`src/rtl/herald_host_frontend.sv`:
```
// Byte-serial host front end for Herald accelerators: captures a command and its operands, runs a
// valid/ready request/response exchange and streams the result back. `HERALD_TIMEOUT_EN adds an ISSUE/WAIT timeout.
module herald_host_frontend #(
  parameter int OP_BYTES       = 3,
  parameter int MAX_OPS        = 2,
  parameter int RES_BYTES_MAX  = 6,
  parameter int TIMEOUT_CYCLES = 4096
) (
  input  logic                              clk,
  input  logic                              rst,
  input  logic [7:0]                        host_data_in,
  input  logic                              host_wr,
  input  logic                              host_rd,
  output logic [7:0]                        host_data_out,
  output logic                              host_busy,
  output logic                              host_err,
  output logic [7:0]                        cmd,
  input  logic [$clog2(MAX_OPS+1)-1:0]      cmd_nops,
  input  logic [$clog2(RES_BYTES_MAX+1)-1:0] cmd_nres,
  output logic [MAX_OPS*OP_BYTES*8-1:0]     operands,
  output logic                              req_valid,
  input  logic                              req_ready,
  input  logic                              rsp_valid,
  output logic                              rsp_ready,
  input  logic [RES_BYTES_MAX*8-1:0]        rsp_data
);

  localparam int NOPS_W = $clog2(MAX_OPS+1);
  localparam int NRES_W = $clog2(RES_BYTES_MAX+1);
  localparam int OI_W   = (MAX_OPS > 1) ? $clog2(MAX_OPS) : 1;
  localparam int BC_W   = (OP_BYTES > 1) ? $clog2(OP_BYTES) : 1;
  localparam int RI_W   = (RES_BYTES_MAX > 1) ? $clog2(RES_BYTES_MAX) : 1;
  localparam logic [BC_W-1:0] BC_LAST = BC_W'(OP_BYTES-1);

  typedef enum logic [2:0] {IDLE, DECODE, OPERANDS, ISSUE, WAIT, READOUT} state_t;

  state_t state, state_n;
  logic [MAX_OPS-1:0][OP_BYTES-1:0][7:0] ops_q, ops_n;
  logic [RES_BYTES_MAX-1:0][7:0]         result, result_n;
  logic [7:0]       cmd_n, data_out_n;
  logic [OI_W-1:0]  op_idx, op_idx_n;
  logic [BC_W-1:0]  byte_cnt, byte_cnt_n;
  logic [RI_W-1:0]  rd_cnt, rd_cnt_n;
  logic [NOPS_W-1:0] nops_q, nops_n;
  logic [NRES_W-1:0] nres_q, nres_n;
  logic host_err_n, req_valid_n, rsp_ready_n;
  logic wr_prev, rd_prev, wr_edge, rd_edge, new_cmd;

  assign wr_edge  = host_wr & ~wr_prev;
  assign rd_edge  = host_rd & ~rd_prev;
  assign new_cmd  = wr_edge && (state == IDLE || state == READOUT);
  assign operands = ops_q;

`ifdef HERALD_TIMEOUT_EN
  localparam int TO_W = $clog2(TIMEOUT_CYCLES+1);
  localparam logic [TO_W-1:0] TO_LAST = TO_W'(TIMEOUT_CYCLES-1);
  localparam logic [TO_W-1:0] TO_MAX  = TO_W'(TIMEOUT_CYCLES);
  logic [TO_W-1:0] tmo_cnt, tmo_cnt_n;
`else
  logic unused_timeout;
  assign unused_timeout = (TIMEOUT_CYCLES > 0);
`endif

  always_comb begin
    state_n     = state;
    cmd_n       = cmd;
    ops_n       = ops_q;
    result_n    = result;
    data_out_n  = host_data_out;
    op_idx_n    = op_idx;
    byte_cnt_n  = byte_cnt;
    rd_cnt_n    = rd_cnt;
    nops_n      = nops_q;
    nres_n      = nres_q;
    host_err_n  = host_err;
    req_valid_n = req_valid;
    rsp_ready_n = rsp_ready;
    // A write during readout abandons the remaining bytes and starts a fresh command.
    if (new_cmd) begin
      cmd_n      = host_data_in;
      ops_n      = '0;
      op_idx_n   = '0;
      byte_cnt_n = '0;
      host_err_n = 1'b0;
      state_n    = DECODE;
    end else begin
      case (state)
        DECODE: begin
          nops_n = cmd_nops;
          nres_n = cmd_nres;
          if (cmd_nops > NOPS_W'(MAX_OPS) || cmd_nres > NRES_W'(RES_BYTES_MAX)) begin
            host_err_n = 1'b1;
            state_n    = IDLE;
          end else if (cmd_nops == '0) begin
            req_valid_n = 1'b1;
            state_n     = ISSUE;
          end else begin
            state_n = OPERANDS;
          end
        end
        OPERANDS: if (wr_edge) begin
          ops_n[op_idx][byte_cnt] = host_data_in;
          if (byte_cnt == BC_LAST) begin
            byte_cnt_n = '0;
            op_idx_n   = op_idx + OI_W'(1);
            if (NOPS_W'(op_idx) == nops_q - NOPS_W'(1)) begin
              req_valid_n = 1'b1;
              state_n     = ISSUE;
            end
          end else begin
            byte_cnt_n = byte_cnt + BC_W'(1);
          end
        end
        ISSUE: if (req_ready) begin
          req_valid_n = 1'b0;
          rsp_ready_n = 1'b1;
          state_n     = WAIT;
        end
        WAIT: if (rsp_valid) begin
          result_n    = rsp_data;
          rd_cnt_n    = '0;
          rsp_ready_n = 1'b0;
          state_n     = (nres_q == '0) ? IDLE : READOUT;
        end
        READOUT: if (rd_edge) begin
          data_out_n = result[rd_cnt];
          rd_cnt_n   = rd_cnt + RI_W'(1);
          if (NRES_W'(rd_cnt) + NRES_W'(1) == nres_q)
            state_n = IDLE;
        end
        default: state_n = IDLE;
      endcase
    end
`ifdef HERALD_TIMEOUT_EN
    tmo_cnt_n = tmo_cnt;
    if (state == ISSUE || state == WAIT)
      tmo_cnt_n = (tmo_cnt == TO_MAX) ? tmo_cnt : tmo_cnt + TO_W'(1);
    if (state_n == ISSUE && state != ISSUE)
      tmo_cnt_n = '0;
    // Only abort when no handshake moved us forward this cycle.
    if ((state == ISSUE || state == WAIT) && state_n == state && tmo_cnt >= TO_LAST) begin
      req_valid_n = 1'b0;
      rsp_ready_n = 1'b0;
      host_err_n  = 1'b1;
      state_n     = IDLE;
    end
`endif
  end

  always_ff @(posedge clk) begin
    if (rst) begin
      state         <= IDLE;
      cmd           <= '0;
      ops_q         <= '0;
      result        <= '0;
      host_data_out <= '0;
      op_idx        <= '0;
      byte_cnt      <= '0;
      rd_cnt        <= '0;
      nops_q        <= '0;
      nres_q        <= '0;
      host_err      <= 1'b0;
      host_busy     <= 1'b0;
      req_valid     <= 1'b0;
      rsp_ready     <= 1'b0;
      wr_prev       <= 1'b0;
      rd_prev       <= 1'b0;
`ifdef HERALD_TIMEOUT_EN
      tmo_cnt       <= '0;
`endif
    end else begin
      state         <= state_n;
      cmd           <= cmd_n;
      ops_q         <= ops_n;
      result        <= result_n;
      host_data_out <= data_out_n;
      op_idx        <= op_idx_n;
      byte_cnt      <= byte_cnt_n;
      rd_cnt        <= rd_cnt_n;
      nops_q        <= nops_n;
      nres_q        <= nres_n;
      host_err      <= host_err_n;
      host_busy     <= (state_n != IDLE) && (state_n != READOUT);
      req_valid     <= req_valid_n;
      rsp_ready     <= rsp_ready_n;
      wr_prev       <= host_wr;
      rd_prev       <= host_rd;
`ifdef HERALD_TIMEOUT_EN
      tmo_cnt       <= tmo_cnt_n;
`endif
    end
  end

endmodule
```
`config.mk`:
```
export PLATFORM = sky130hd
export DESIGN_NAME = herald_host_frontend
export DESIGN_NICKNAME = d
export VERILOG_FILES = /design/src/rtl/herald_host_frontend.sv
export SDC_FILE = /design/constraint.sdc
export NUM_CORES = 1
export LEC_CHECK = 0
export BUFFER_PORTS_ARGS = -buffer_cell sky130_fd_sc_hd__buf_2
export CAP_MARGIN = 5
export CORE_MARGIN = 2
export CORE_UTILIZATION = 48
export CTS_CLUSTER_DIAMETER = 100
export CTS_CLUSTER_SIZE = 10
export DETAILED_ROUTE_END_ITERATION = 7
export PLACE_DENSITY_LB_ADDON = 0.3
export SYNTH_ARGS = -nofsm -noshare
export SYNTH_HDL_FRONTEND = slang
export SYNTH_SLANG_ARGS = --single-unit
```
`constraint.sdc`:
```
create_clock -name clk -period 1.79 [get_ports clk]
set_input_delay 0.179 -clock clk [delete_from_list [all_inputs] [get_ports clk]]
set_output_delay 0.179 -clock clk [all_outputs]
set_load 0.05 [all_outputs]
```
==> impl_metrics.py <==
metrics = {
    "run_status": {
        "status": "complete, no violations",
    },
    "timing": {
        "hold_viol": 0,
        "min_period_ns": 1.68,
        "tns_ns": 0,
        "setup_violations": 0,
        "skew_ns": 0.00606,
        "fin_crit_sh": 0.941,
        "slew_headroom": 0.614,
        "fin_ws_ns": 0.106,
        "tightest_slew_ns": 0.576,
        "rsz0062_at_grt": "false",
        "max_freq_mhz": 594,
        "slew_viol_final": 0,
        "holdWs_ns": 0.0221,
    },
    "detailed_routing": {
        "drt_wl_total_um": 14000,
        "via_per_inst": 5.21,
        "drc_errors": 0,
        "ant_nets": 0,
        "wire_per_inst_um": 15.4,
        "firstDrtPassIters": 4,
        "vias": 4747,
        "drt_iter0_drc": 352,
    },
    "critical_path": {
        "cpPeakStageDelay_ns": 0.51,
        "crit_chain": "nand4bb_4 > or4b_1 > buf_4 > mux2i_1 > nor2_1",
        "critPathKind": "reg -> reg",
        "cp.buffers_inverters": 1,
        "arrival_ns": 2.09,
        "crit_slowest_cell": "or4b_1",
        "crit_family": "simple AND/OR/NAND/NOR gates",
        "cp-start-kind": "flop",
        "cp_max_fo": 8,
        "critPathRequiredTime_ns": 2.20,
        "crit_path_end_kind": "flop",
    },
    "synthesis": {
        "synth_edf_count": 0,
        "synth_area_leaders": "dfxtp_1 (49%), mux2i_1 (12%), nand2_1 (7.1%), a21oi_1 (5.2%), nor2_1 (5.1%)",
        "syn-instance-count": 564,
        "synthArstFlopShare": 0,
        "netlist_area_um2": 5340,
        "synth_warnings": 0,
        "synth_seq_cells": 132,
        "netlist_top_cells_count": "dfxtp_1 (132), nand2_1 (101), nor2_1 (72)",
        "syn_avg_cell_area_um2": 9.47,
        "yosysMostFrequentCell": "dfxtp_1",
        "syn_nets": 632,
        "yosysTopAreaCell": "dfxtp_1",
        "ys.flop_type": "dfxtp_1",
        "synth_cell_types": 50,
        "seq_area_frac_synth": 0.495,
        "synth.top_cell.area_share": 0.495,
    },
    "global_routing": {
        "grt_max_degree": 54,
        "grt_usage": 0.241,
        "grt_pass1_vias": 4580,
        "grt_pass1_wl_um": 22000,
        "grt-ovfl-total": 0,
        "antenna_found_initial": 0,
    },
    "cells_and_area": {
        "drive_above_1_share": 0.290,
        "fillCellCount": 817,
        "antenna_cells": 0,
        "areaGrowthSynthToFinish_pct": 39.2,
        "final_nets": 827,
        "multi_input_area_um2": 2530,
        "seq_area_um2": 2640,
    },
    "floorplan": {
        "die_x_um": 109,
        "die-area_um2": 12000,
        "rows": 38,
        "die_y_um": 109,
        "start_util": 0.493,
        "num_io_pins": 135,
        "fp.coreArea_um2": 10800,
    },
    "placement": {
        "io_buffers": 134,
        "dpl_worst_slack_ns": 0.120,
        "hpwl_um": 9040,
        "place.gp.congestion": 0.844,
    },
    "pwr": {
        "p_leak_nw": 3.01,
        "power.density_nw_per_um2": 927,
        "ir_drop_uv": 743,
    },
    "cts": {
        "clockBufferDepth": 2,
        "cts-root-buf": "clkbuf_8",
        "cts_buffers": 17,
        "cts_sinks": 132,
        "htreeDepth": 4,
        "post_cts_buffers": 0,
        "clk_pin_slew_ns": 0.06,
        "worstSkewPairLatency_ns": 0.52,
        "cts_tree": "done",
    },
    "hold_path": {
        "hp-class": "in -> reg",
    },
    "job": {
        "maxCapViolCount": 0,
    },
}
[cell usage in the layout (no fill, tap or decap), drive strengths merged, types with 2 or more instances in the layout]
cell type and count:
dfxtp 132, clkbuf 24, mux2 8, nor3 11
o31a 2, inv 2, nand2b 9, nor2 76
a311oi 2, o21ai 2, nor4 6, bufinv 2
mux4 8, o31ai 2, nor2b 4, nor4b 3
xor2 2, mux2i 63, buf 161, a2111oi 2
nor3b 2, dlygate4sd3 56, nand2 101, nand3b 2
a221oi 8, clkinv 4, a21oi 55, clkinvlp 3
nand4 2, nand4bb 2
[state kept, by name, indices dropped and copies added, names as in the netlist]
name           flops
byte_cnt           2
cmd                8
host_busy          1
host_data_out      8
host_err           1
nops_q             2
nres_q             3
op_idx             1
operands          48
rd_cnt             3
rd_prev            1
req_valid          1
result            48
rsp_ready          1
state              3
wr_prev            1
[worst paths after layout]
kind / depth (start not counted) / from / slack [ns] / end
setup / recovery: 5 / state[2]$_SDFF_PP0_ / 0.11 / operands[40]$_SDFFE_PP0P_
hold / removal: 3 / rst / 0.02 / state[1]$_SDFF_PP0_
setup reg to reg: 5 / state[2]$_SDFF_PP0_ / 0.11 / operands[40]$_SDFFE_PP0P_
hold reg to reg: 2 / result[7]$_SDFFE_PP0P_ / 0.45 / result[7]$_SDFFE_PP0P_
[per-layer routing]
metal  part of all wire  vias to the layer above  global-route usage  routed length (um)
li1                   -                     2344                   -                   -
met1               0.43                     2244               0.294                6040
met2               0.50                      134               0.394                7010
met3              0.052                       25              0.0830                 736
met4              0.019                        0              0.0895                 263
met5                  0                        -                   0                   0
[where the power goes]
part / leakage (nW) / switching (mW) / total [mW] / internal [mW]
registers: 1.07 / 0.0193 / 2.99 / 2.97
clock network: 0.283 / 1.21 / 3.37 / 2.16
logic: 1.66 / 0.287 / 0.532 / 0.245
[cell type report]
type | instances | area share
repair buffers | 217 | 0.200
inverters | 3 | 0.00151
flip-flops and latches | 132 | 0.355
well taps | 140 | 0.0236
clock buffers | 24 | 0.0660
clock inverters | 8 | 0.0131
multi-input cells | 388 | 0.341
[what timing repair did]
action                                 in CTS  in global routing
endpoints found under the hold margin      61                  0
hold buffers                               56                  0
resized for setup                           0                  1
setup endpoints to repair                   0                  8
[worst register-to-register path, cell delays in order, from the launching register on]
cell and delay, ns:
dfxtp_1 0.36, nand4bb_4 0.25, or4b_1 0.51, buf_4 0.21, mux2i_1 0.19, nor2_1 0.06
[cells by family after synthesis]
kind of cell	Yosys count	share of synthesized area
muxes	79	0.169
buffers and inverters	44	0.0375
adders and majority gates	1	0.00234
and+or+nand+nor	226	0.199
xor gates and xnor gates	4	0.00914
AOI/OAI and AO/OA	78	0.0881
DFF	132	0.495
[per-stage QoR]
stage                     instance area [um2]   util  instances  power, mW
after floorplan                          5340      -        564       3.29
after global placement                   6280  0.579        824       3.47
after detailed placement                 6280  0.579        824       3.48
after CTS                                7430  0.685        912       6.94
after global routing                     7430  0.686        912       7.12
final                                    7430  0.686        912       6.89
Note: power is estimated with default switching activity, not from simulation.
